--- src/rtl/axi_lite_pkg.sv ---
// Shared definitions for the AXI4-Lite write slave.
//   axi_resp_t          : 2-bit AXI response code
//   AXI_RESP_OKAY/SLVERR: response encodings used on the B channel
//   axi_lite_wr_state_t : write-path FSM states
package axi_lite_pkg;

  typedef logic [1:0] axi_resp_t;

  localparam axi_resp_t AXI_RESP_OKAY   = 2'b00;
  localparam axi_resp_t AXI_RESP_SLVERR = 2'b10;

  typedef enum logic [2:0] {
    IDLE,
    HAVE_AW,
    HAVE_W,
    WRITE,
    RESP
  } axi_lite_wr_state_t;

endpackage

--- src/rtl/axi_lite_write_slave_if.sv ---
// AXI4-Lite write channels (AW, W, B) bundled for the write slave.
//   master modport : drives AW/W payload and valids, drives bready
//   slave modport  : drives awready/wready, bvalid/bresp
interface axi_lite_write_slave_if
  import axi_lite_pkg::*;
#(
  parameter int AXI_AWADDR_WIDTH = 8,
  parameter int AXI_DATA_WIDTH   = 32
);

  logic                          awvalid;
  logic                          awready;
  logic [AXI_AWADDR_WIDTH-1:0]   awaddr;
  logic [2:0]                    awprot;
  logic                          wvalid;
  logic                          wready;
  logic [AXI_DATA_WIDTH-1:0]     wdata;
  logic [AXI_DATA_WIDTH/8-1:0]   wstrb;
  logic                          bvalid;
  logic                          bready;
  axi_resp_t                     bresp;

  modport master (
    output awvalid, awaddr, awprot, wvalid, wdata, wstrb, bready,
    input  awready, wready, bvalid, bresp
  );

  modport slave (
    input  awvalid, awaddr, awprot, wvalid, wdata, wstrb, bready,
    output awready, wready, bvalid, bresp
  );

endinterface

--- src/rtl/axi_lite_write_slave.sv ---
// AXI4-Lite write slave: accepts one AW + one W (either order or together),
// turns the pair into a single register write request, then answers on B.
// One transaction in flight at a time.
//   clock, reset   : rising-edge clock, synchronous active-high reset
//   bus (slave)    : AW / W / B channels
//   reg_wvalid/reg_wready : register write handshake towards the register file
//   reg_windex     : word index (awaddr with the byte offset dropped)
//   reg_wdata/reg_wstrb   : write data and byte strobes
// Indices at or above REG_COUNT are answered with SLVERR and never reach the
// register file.
module axi_lite_write_slave
  import axi_lite_pkg::*;
#(
  parameter int AXI_AWADDR_WIDTH = 8,
  parameter int AXI_DATA_WIDTH   = 32,
  parameter int REG_COUNT        = 16
) (
  input  logic                          clock,
  input  logic                          reset,
  axi_lite_write_slave_if.slave         bus,
  output logic                          reg_wvalid,
  input  logic                          reg_wready,
  output logic [AXI_AWADDR_WIDTH-3:0]   reg_windex,
  output logic [AXI_DATA_WIDTH-1:0]     reg_wdata,
  output logic [AXI_DATA_WIDTH/8-1:0]   reg_wstrb
);

  localparam int IDX_W = AXI_AWADDR_WIDTH - 2;
  // One extra bit so REG_COUNT == 2^IDX_W is representable in the compare.
  localparam logic [IDX_W:0] REG_LIMIT = (IDX_W + 1)'(REG_COUNT);

  axi_lite_wr_state_t state, state_next;

  logic             awready;
  logic             wready;
  logic             aw_hs;
  logic             w_hs;
  logic             decide;
  logic             in_range;
  logic [IDX_W-1:0] decide_idx;
  logic [2:0]       prot_q;
  axi_resp_t        bresp_q;

  assign aw_hs = bus.awvalid && awready;
  assign w_hs  = bus.wvalid && wready;

  // The index that decides WRITE vs error comes straight from awaddr when the
  // AW handshake completes the pair, otherwise from the already captured index.
  always_comb begin
    decide_idx = aw_hs ? bus.awaddr[AXI_AWADDR_WIDTH-1:2] : reg_windex;
    in_range   = {1'b0, decide_idx} < REG_LIMIT;
  end

  // State register
  always_ff @(posedge clock) begin
    if (reset) state <= IDLE;
    else       state <= state_next;
  end

  // Next-state logic; 'decide' marks the edge where the AW/W pair completes.
  always_comb begin
    state_next = state;
    decide     = 1'b0;
    case (state)
      IDLE: begin
        if (aw_hs && w_hs) decide     = 1'b1;
        else if (aw_hs)    state_next = HAVE_AW;
        else if (w_hs)     state_next = HAVE_W;
      end
      HAVE_AW: if (w_hs)        decide     = 1'b1;
      HAVE_W:  if (aw_hs)       decide     = 1'b1;
      WRITE:   if (reg_wready)  state_next = RESP;
      RESP:    if (bus.bready)  state_next = IDLE;
      default:                  state_next = IDLE;
    endcase
    if (decide) state_next = in_range ? WRITE : RESP;
  end

  // Outputs; all handshake outputs are forced to idle values while reset is high.
  always_comb begin
    awready    = 1'b0;
    wready     = 1'b0;
    reg_wvalid = 1'b0;
    bus.bvalid = 1'b0;
    bus.bresp  = AXI_RESP_OKAY;
    if (!reset) begin
      awready    = (state == IDLE) || (state == HAVE_W);
      wready     = (state == IDLE) || (state == HAVE_AW);
      reg_wvalid = (state == WRITE);
      bus.bvalid = (state == RESP);
      bus.bresp  = bresp_q;
    end
  end

  assign bus.awready = awready;
  assign bus.wready  = wready;

  // Capture registers for the request payload and the pending response.
  always_ff @(posedge clock) begin
    if (reset) begin
      reg_windex <= '0;
      reg_wdata  <= '0;
      reg_wstrb  <= '0;
      prot_q     <= '0;
      bresp_q    <= AXI_RESP_OKAY;
    end else begin
      if (aw_hs) begin
        reg_windex <= bus.awaddr[AXI_AWADDR_WIDTH-1:2];
        prot_q     <= bus.awprot;
      end
      if (w_hs) begin
        reg_wdata <= bus.wdata;
        reg_wstrb <= bus.wstrb;
      end
      if (decide) bresp_q <= in_range ? AXI_RESP_OKAY : AXI_RESP_SLVERR;
    end
  end

  // Byte offset and protection bits have no consumer in this block.
  logic unused_bits;
  assign unused_bits = ^{bus.awaddr[1:0], prot_q};

endmodule

--- src/flat_wrapper.sv ---
// flat-port wrapper written by rule: the top's interface ports become plain ports
module axi_lite_write_slave_flat import axi_lite_pkg::*;
#(
  parameter int AXI_AWADDR_WIDTH = 8,
  parameter int AXI_DATA_WIDTH   = 32,
  parameter int REG_COUNT        = 16
)
  (clock, reset, reg_wvalid, reg_wready, reg_windex, reg_wdata, reg_wstrb, bus_awvalid, bus_awaddr, bus_awprot, bus_wvalid, bus_wdata, bus_wstrb, bus_bready, bus_awready, bus_wready, bus_bvalid, bus_bresp);
  axi_lite_write_slave_if #(.AXI_AWADDR_WIDTH(AXI_AWADDR_WIDTH), .AXI_DATA_WIDTH(AXI_DATA_WIDTH)) bus_i ();
  input  logic clock;
  input  logic reset;
  output logic reg_wvalid;
  input  logic reg_wready;
  output logic [AXI_AWADDR_WIDTH-3:0] reg_windex;
  output logic [AXI_DATA_WIDTH-1:0] reg_wdata;
  output logic [AXI_DATA_WIDTH/8-1:0] reg_wstrb;
  input wire logic [$bits(bus_i.awvalid)-1:0] bus_awvalid;
  input wire logic [$bits(bus_i.awaddr)-1:0] bus_awaddr;
  input wire logic [$bits(bus_i.awprot)-1:0] bus_awprot;
  input wire logic [$bits(bus_i.wvalid)-1:0] bus_wvalid;
  input wire logic [$bits(bus_i.wdata)-1:0] bus_wdata;
  input wire logic [$bits(bus_i.wstrb)-1:0] bus_wstrb;
  input wire logic [$bits(bus_i.bready)-1:0] bus_bready;
  output wire logic [$bits(bus_i.awready)-1:0] bus_awready;
  output wire logic [$bits(bus_i.wready)-1:0] bus_wready;
  output wire logic [$bits(bus_i.bvalid)-1:0] bus_bvalid;
  output wire logic [$bits(bus_i.bresp)-1:0] bus_bresp;
  assign bus_i.awvalid = bus_awvalid;
  assign bus_i.awaddr = bus_awaddr;
  assign bus_i.awprot = bus_awprot;
  assign bus_i.wvalid = bus_wvalid;
  assign bus_i.wdata = bus_wdata;
  assign bus_i.wstrb = bus_wstrb;
  assign bus_i.bready = bus_bready;
  assign bus_awready = bus_i.awready;
  assign bus_wready = bus_i.wready;
  assign bus_bvalid = bus_i.bvalid;
  assign bus_bresp = bus_i.bresp;
  axi_lite_write_slave #(.AXI_AWADDR_WIDTH(AXI_AWADDR_WIDTH), .AXI_DATA_WIDTH(AXI_DATA_WIDTH), .REG_COUNT(REG_COUNT)) u_core (.clock(clock), .reset(reset), .bus(bus_i), .reg_wvalid(reg_wvalid), .reg_wready(reg_wready), .reg_windex(reg_windex), .reg_wdata(reg_wdata), .reg_wstrb(reg_wstrb));
endmodule
--- config.mk ---
export PLATFORM = sky130hd
export DESIGN_NAME = axi_lite_write_slave_flat
export DESIGN_NICKNAME = d
export VERILOG_FILES = /design/src/rtl/axi_lite_pkg.sv /design/src/rtl/axi_lite_write_slave_if.sv /design/src/rtl/axi_lite_write_slave.sv /design/src/flat_wrapper.sv
export SDC_FILE = /design/constraint.sdc
export NUM_CORES = 1
export LEC_CHECK = 0
export CORE_MARGIN = 5
export CORE_UTILIZATION = 41
export DETAILED_ROUTE_END_ITERATION = 8
export GPL_TIMING_DRIVEN = 1
export PLACE_DENSITY = 0.91
export SLEW_MARGIN = 20
export SYNTH_ARGS = -nofsm -noshare
export SYNTH_HDL_FRONTEND = slang
export SYNTH_SLANG_ARGS = --single-unit
--- constraint.sdc ---
create_clock -name clock -period 3.2 [get_ports clock]
set_input_delay 0.8 -clock clock [delete_from_list [all_inputs] [get_ports clock]]
set_output_delay 0.8 -clock clock [all_outputs]
set_load 0.03 [all_outputs]
# Word level (Yosys, flattened, before mapping)

Index checks and enable logic that the tools add are counted.

Equality and inequality tests: 9
Reductions and logical operators: 8
$lt $le $gt $ge: 1
Multiplexer cells: 19

Operators by type and width:

| cell                 | number |
|---|---|
| $mux W3              | 7 |
| $pmux W3 S4          | 1 |
| $ne A3 B2 Y1 const B | 3 |
| $mux W1              | 7 |
| $eq A3 B2 Y1 const B | 2 |
| $lt A6 B5 Y1 const B | 1 |
| $mux W6              | 1 |
| $reduce_and A5 Y1    | 1 |
| $mux W2              | 2 |
| $ne A4 B1 Y1 const B | 1 |
| $eq A3 B1 Y1 const B | 1 |
| $eq A3 B3 Y1 const B | 1 |
| $logic_and A1 B1 Y1  | 3 |
| $logic_not A3 Y1     | 1 |
| $pmux W1 S3          | 1 |
| $logic_or A1 B1 Y1   | 2 |
| $ne A2 B1 Y1 const B | 1 |
| $reduce_or A2 Y1     | 1 |

Register bits: 47
Output and inout port bits: 48
Logic and storage cells: 42
Input port bits: 53

# Depth between registers and ports, before layout

Gate-level depths: netlist (run 1).

Depth after elaboration: 9
Depth in mapped cells: 7

# Least setup slack after synthesis (run 1)

OpenSTA, ideal clock, no wires.

Kind: input to output
Start: in reset
End: out bus_bvalid
Path buffers: 1
Arrival time: 2018 ps
Stages on the path: 2
Slack: 382 ps
Data required time: 2400 ps
Path through: buf_6 nor4b_1

Longest elaborated chain between the ends: 1

Ends and longest elaborated chain:

| what               | RTL line                   | source |
|---|---|---|
| start: declaration | flat_wrapper.sv:11         | `input logic reset;` |
| $mux W1            | axi_lite_write_slave.sv:86 | `if (!reset) begin` |
| end: declaration   | flat_wrapper.sv:26         | `output wire logic [$bits(bus_i.bvalid)-1:0] bus_bvalid;` |

Every way passes these cells.

# Worst setup path in the final report (run 1)

Start: in reset
End: out bus_wready

Longest elaborated chain between the ends: 1

Ends and longest elaborated chain:

| what             | RTL line                   | source |
|---|---|---|
| $mux W1          | axi_lite_write_slave.sv:86 |  |
| end: declaration | flat_wrapper.sv:25         | `output wire logic [$bits(bus_i.wready)-1:0] bus_wready;` |

Every way passes these cells.

==> run summary, run 1 <==
Crit start category: input pin
Setup crit end kind: output port
Max Slew Vio Count: 0
Post-Syn Instances: 231
Post-route insts no fill: 370
Area leader, netlist: dfxtp_1
Power Total: 1.411 mW
Antenna diodes: 0
Initial core utilization: 41.96%
# port buffers: 94
RSZ-0062 raised after global routing: false
Fillers: 369
First-pass GRT wire length: 7872 um
Post-Syn Area per Cell: 7.800 um2
Initial antenna violation count: 0
DRT Wirelength: 4845 um
Clock root buffer: clkbuf_8
Final WS setup: 258.8 ps
Peak supply drop: 251.1 uV
Placed Instances: 362
DRT met1 WL: 1963 um
Post-Route Utilization: 65.94%
WL met2: 2461 um
Overall Global Routing Usage: 16.45%
DRC errors left: 0
Die Y: 76.29 um
Largest net degree at the start of global routing: 39
CP required: 2400 ps
Run status: completed
Max Used Layer: met4
CTS clk-pin slew, worst paths: 80 ps
Iter 0 DRT Violations: 51
Power density cells: 498.5 nW/um2
Detailed-routed wire length on met3: 338 um
Drt first pass iters: 4
Synth warn: 0
Vias: 1772
Global route overflow: 0
Worst-skew pair later-pin latency: 290 ps
WP data arrival: 2140 ps
Routability Congestion: 0.8821
Synth area leaders: dfxtp_1 51%, nand2_1 18%, o21ai_0 11%, a21oi_1 3.1%, clkbuf_1 2.3%
Pre-CTS WS: 264.0 ps
Post-CTS Resized: 0
Total CTS buffers: 5
Endpoints failing setup: 0
Mapped Area: 1802 um2
Vias in the first global route: 1693
Worst Setup EP: bus_wready
Die Wd: 76.29 um
Top cell type's share of synthesized area: 51.11%
Max FO, Critical Path: 2
Post-DP HPWL: 3626 um
Share of post-route cells with drive strength above 1: 7.233%
Tmin final: 2941 ps
Crit path from: reset
Setup_tns: 0 ps
# Post-CTS Setup Buffers: 0
R2R Path End: u_core.state[1]
P&R area growth vs syn: 57.15%
Core box area: 4294 um2
R2r startpoint: u_core.state[0]
Final #Nets: 370
Routed len/inst: 13.09 um
Final worst-path cycle share: 91.91%
# IOs: 101
Hold Vio Cnt, Final: 0
Library cells used by synthesis: 28
Routed Antenna Nets: 0
Rows: 24
Leak Pwr: 1.068 nW
Clk sinks: 46
Hold Path Class: flop to flop
Fmax: 340.0 MHz
Max-Cap Viols: 0
Critical path type: input pin to output port
Syn_nets: 284
R2R cell count: 4
Vias per inst: 4.789
Bufs on Longest Clock Path: 2
H-tree depth: 2
TritonCTS clock tree: done
Die area: 5820 um2
CTS Hold Buffers Added: 0
Sequential element share of the synthesized area: 51.11%
Clock skew: 2.508 ps
R2r setup slk: 1440 ps
FF+latch count, synth: 46
[cells in the mapped netlist]
| cell | number |
|---|---|
| or4_1 | 1 |
| mux2_4 | 1 |
| nor2_1 | 8 |
| a21oi_1 | 11 |
| a2bb2oi_1 | 1 |
| nand2b_1 | 2 |
| or2_2 | 1 |
| dfxtp_1 | 46 |
| mux2i_1 | 1 |
| o22ai_1 | 1 |
| a22oi_1 | 1 |
| a2bb2oi_2 | 1 |
| o31ai_1 | 1 |
| conb_1 | 1 |
| nor3_1 | 1 |
| o21ai_0 | 38 |
| buf_4 | 3 |
| nand2_1 | 86 |
| nor4b_1 | 1 |
| or4b_4 | 1 |
| a22o_2 | 1 |
| clkbuf_1 | 11 |
| and2_1 | 1 |
| buf_6 | 3 |
| nor3b_1 | 1 |
| buf_2 | 2 |
| or4_2 | 1 |
| inv_1 | 4 |
[per-layer routing]
layer	up-vias	global-route usage, %
met1	785	18.18
met4	0	6.643
li1	916	-
met3	10	5.201
met5	-	0
met2	61	28.94
[registers in the layout, summed over array words and instances, names as in the netlist]
register,count
u_core.reg_wdata,32
u_core.bresp_q,1
u_core.reg_windex,6
u_core.reg_wstrb,4
u_core.state,3
[how the worst min path moves through the flow]
| stage | start | end | slack [ps] | depth (start not counted) |
|---|---|---|---|---|
| floorplan | u_core.bresp_q[1] | u_core.bresp_q[1] | 440 | 2 |
| CTS | u_core.reg_windex[3] | u_core.reg_windex[3] | 460 | 2 |
| finish | u_core.reg_wdata[12] | u_core.reg_wdata[12] | 460 | 2 |
| detailed placement | u_core.reg_windex[3] | u_core.reg_windex[3] | 450 | 2 |
| global route | u_core.reg_wdata[4] | u_core.reg_wdata[4] | 480 | 2 |
| global placement | u_core.reg_windex[3] | u_core.reg_windex[3] | 440 | 2 |
[area by class of cell]
class	count	area, um2	share of cell area, %
sequential	46	920.9	32.52
tap	52	65.06	2.298
clock buffer	8	110.1	3.889
timing repair buffer	98	960.9	33.94
multi-input combinational	162	759.5	26.82
inverter	4	15.01	0.5303
[per-stage QoR]
step                hold WS (ps)  area [um2]
global route               478.6        2831
floorplan                  443.0        1802
detailed placement         447.6        2721
finish                     457.1        2831
global placement           441.4        2721
CTS                        459.3        2831
[power by group]
part           internal, mW  switching, mW  total (mW)
sequential            0.621         0.0299       0.650
clock                 0.218          0.187       0.405
combinational         0.166          0.190       0.355
total                  1.00          0.407        1.41
[critical path: stages]
cell,delay [ps]
clkdlybuf4s50_1,430
nor3_1,200
clkdlybuf4s50_1,710
[layout by cell type, fill, tap and decap left out, types with 2 or more instances in the layout]
master	netlist	routed
clkdlybuf4s50_1	0	90
nand2_1	86	86
dfxtp_1	46	46
o21ai_0	38	38
a21oi_1	11	11
nor2_1	8	8
clkbuf_8	0	8
buf_4	3	8
inv_1	4	4
nand2b_1	2	2
[kinds of logic after synthesis]
logic type / Yosys count / synth area share (%)
AOI/OAI and AO/OA: 55 / 16.67
muxes: 2 / 1.389
and+or+nand+nor: 104 / 23.82
DFF: 46 / 51.11
buffers and inverters: 23 / 6.805
other: 1 / 0.2081
Power figures use the tool's default switching activity.
==> inputs of run 2 (changes only) <==
--- a/config.mk
+++ b/config.mk
@@ -10,6 +10,7 @@
 export DETAILED_ROUTE_END_ITERATION = 8
 export GPL_TIMING_DRIVEN = 1
 export PLACE_DENSITY = 0.91
+export REMOVE_ABC_BUFFERS = 1
 export SLEW_MARGIN = 20
 export SYNTH_ARGS = -nofsm -noshare
 export SYNTH_HDL_FRONTEND = slang
==> run 2 against run 1 <==
Core utilization is 0.38 points lower. Via count is 0.17% lower. Setup slack better by 220 ps. Largest cell class unchanged. Critical path depth is 1 higher. Clock power is 11% lower. Hold slack worse by 1.3 ps. Die area stayed put. Clock-buffer cell count is 1 lower.
==> run summary, run 2 (synthesized netlist as in run 1, its figures left out) <==
Run status: completed
Placed inst area: 2724 um2 (about the same)
Largest Register: u_core.reg_wdata
Final worst-path cycle share: 85.04% (-6.9 points)
R2R cell count: 4 (unchanged)
Hold Path Sink: u_core.reg_wdata[14]
Final hold slack: 455.8 ps (-1.281 ps)
Overall Global Routing Usage: 16.51% (+0.062 points)
CTS Hold Buffers Added: 0 (unchanged)
Post-CTS Resized: 0 (unchanged)
DRT Wirelength: 4710 um (-2.8%)
Final WS setup: 478.9 ps (+220.1 ps)
Largest net degree at the start of global routing: 73 (+87%)
Max-Cap Viols: 0 (unchanged)
Setup_tns: 0 ps (unchanged)
Share of post-route cells with drive strength above 1: 6.940% (-0.29 points)
Switching share of power: 29.72% (+0.89 points)
Clk sinks: 46 (unchanged)
# port buffers: 94 (unchanged)
Post-route insts no fill: 369 (-0.27%)
Leak Pwr: 1.058 nW (-0.93%)
RSZ-0062 raised after global routing: false
Vias per inst: 4.794 (+0.10%)
Initial antenna violation count: 0 (unchanged)
H-tree depth: 2 (unchanged)
Routability Congestion: 0.7496 (-15%)
Antenna diodes: 0 (unchanged)
Initial core utilization: 41.96% (unchanged)
Routed len/inst: 12.76 um (-2.5%)
Peak supply drop: 308.7 uV (+23%)
Die area: 5820 um2 (unchanged)
R2R Path End: u_core.state[0]
# Post-CTS Setup Buffers: 0 (unchanged)
Crit start category: input pin
R2r setup slk: 1420 ps (-20 ps)
P&R area growth vs syn: 56.25%
Worst-skew pair later-pin latency: 300 ps (about the same)
Pre-CTS WS: 485.0 ps (+221.0 ps)
Max FO, Critical Path: 6 (+4)
Vias in the first global route: 1676 (-1.0%)
Clock skew: 6.870 ps (+4.361 ps)
Tmin final: 2721 ps (-220.1 ps)
Power Total: 1.368 mW (-3.1%)
CP required: 2400 ps (about the same)
Endpoints failing setup: 0 (unchanged)
Internal power: 961.5 uW (-4.3%)
Max FFs per register: 32 (unchanged)
Hold Vio Cnt, Final: 0 (unchanged)
Most common cell after layout, fill and taps aside: clkdlybuf4s50_1
Commonest non-fill, non-tap cells in the layout: 89 x clkdlybuf4s50_1, 86 x nand2_1, 46 x dfxtp_1
Hold depth: 2 (unchanged)
Global route overflow: 0 (unchanged)
Reg power frac: 47.5% (+1.4 points)
Power density cells: 486.0 nW/um2 (-2.5%)
Rows: 24 (unchanged)
Placed Instances: 361 (-0.28%)
CTS clk-pin slew, worst paths: 80 ps (about the same)
Hold Path Class: flop to flop
Critical path type: input pin to output port
Bufs on Longest Clock Path: 2 (unchanged)
First-pass GRT wire length: 7948 um (+0.97%)
Post-DP HPWL: 3430 um (-5.4%)
Max Slew Vio Count: 0 (unchanged)
R2r startpoint: u_core.state[2]
Die Wd: 76.29 um (unchanged)
Drt first pass iters: 4 (unchanged)
Die Y: 76.29 um (unchanged)
DRC errors left: 0 (unchanged)
# IOs: 101 (unchanged)
Fillers: 391 (+6.0%)
Iter 0 DRT Violations: 106 (+110%)
Hold Path Origin: u_core.reg_wdata[14]
Setup crit end kind: output port
Fmax: 367.5 MHz (+8.1%)
Total CTS buffers: 5 (unchanged)
Post-route cell area: 2815 um2 (-0.57%)
Regs by FF count: u_core.reg_wdata x32, u_core.reg_windex x6, u_core.reg_wstrb x4
Core box area: 4294 um2 (unchanged)
WP data arrival: 1920 ps (-220 ps)
Comb pwr share: 26.1% (+0.9 points)
Post-Route Utilization: 65.56% (-0.38 points)
NetSw: 406.6 uW (about the same)
Vias: 1769 (-0.17%)
TritonCTS clock tree: done
Clock Power Share: 26.4% (-2.3 points)
Routed Antenna Nets: 0 (unchanged)
Final #Nets: 369 (-0.27%)
Clock root buffer: clkbuf_8
run 2: routing by layer:
| layer | wire length [um] | part of all wire (%) | vias up | global-route usage [%] |
|---|---|---|---|---|
| met3 | 455 | 9.7 | 2 | 8.511 |
| met1 | 1905 | 40 | 790 | 18.58 |
| met5 | 0 | 0 | - | 0 |
| met4 | 10 | 0.21 | 0 | 3.671 |
| met2 | 2338 | 50 | 63 | 27.74 |
| li1 | - | - | 914 | - |
run 2: worst max-delay path by stage:
stage	depth (start not counted)	startpoint	end	slack, ps
2_1_floorplan	3	reset	u_core.reg_wdata[0]	120
3_3_place_gp	4	reset	reg_wvalid	500
3_5_place_dp	4	reset	bus_awready	480
4_1_cts	4	reset	bus_awready	480
5_1_grt	4	reset	reg_wvalid	410
6_report	4	reset	bus_awready	480
run 2: cell type report:
| cell class | instances | area [um2] | area share, % |
|---|---|---|---|
| clock buffer | 7 | 86.33 | 3.067 |
| clock inverter | 1 | 5.005 | 0.1778 |
| inverter | 4 | 15.01 | 0.5333 |
| multi-input combinational | 162 | 759.5 | 26.98 |
| sequential | 46 | 920.9 | 32.71 |
| tap | 52 | 65.06 | 2.311 |
| timing repair buffer | 97 | 963.4 | 34.22 |
run 2: critical path, cell delays in order:
cell and delay [ps]:
clkdlybuf4s50_1 480, or2_2 360, nor2_1 110, buf_4 170
run 2: power groups by stage:
| stage | registers [mW] | clock network (mW) | logic [mW] |
|---|---|---|---|
| 6_report | 0.650 | 0.361 | 0.357 |
| 5_1_grt | 0.659 | 0.403 | 0.382 |
| 4_1_cts | 0.651 | 0.371 | 0.360 |
| 3_5_place_dp | 0.664 | 0 | 0.358 |
| 3_3_place_gp | 0.661 | 0 | 0.352 |
| 2_1_floorplan | 0.747 | 0 | 0.0923 |
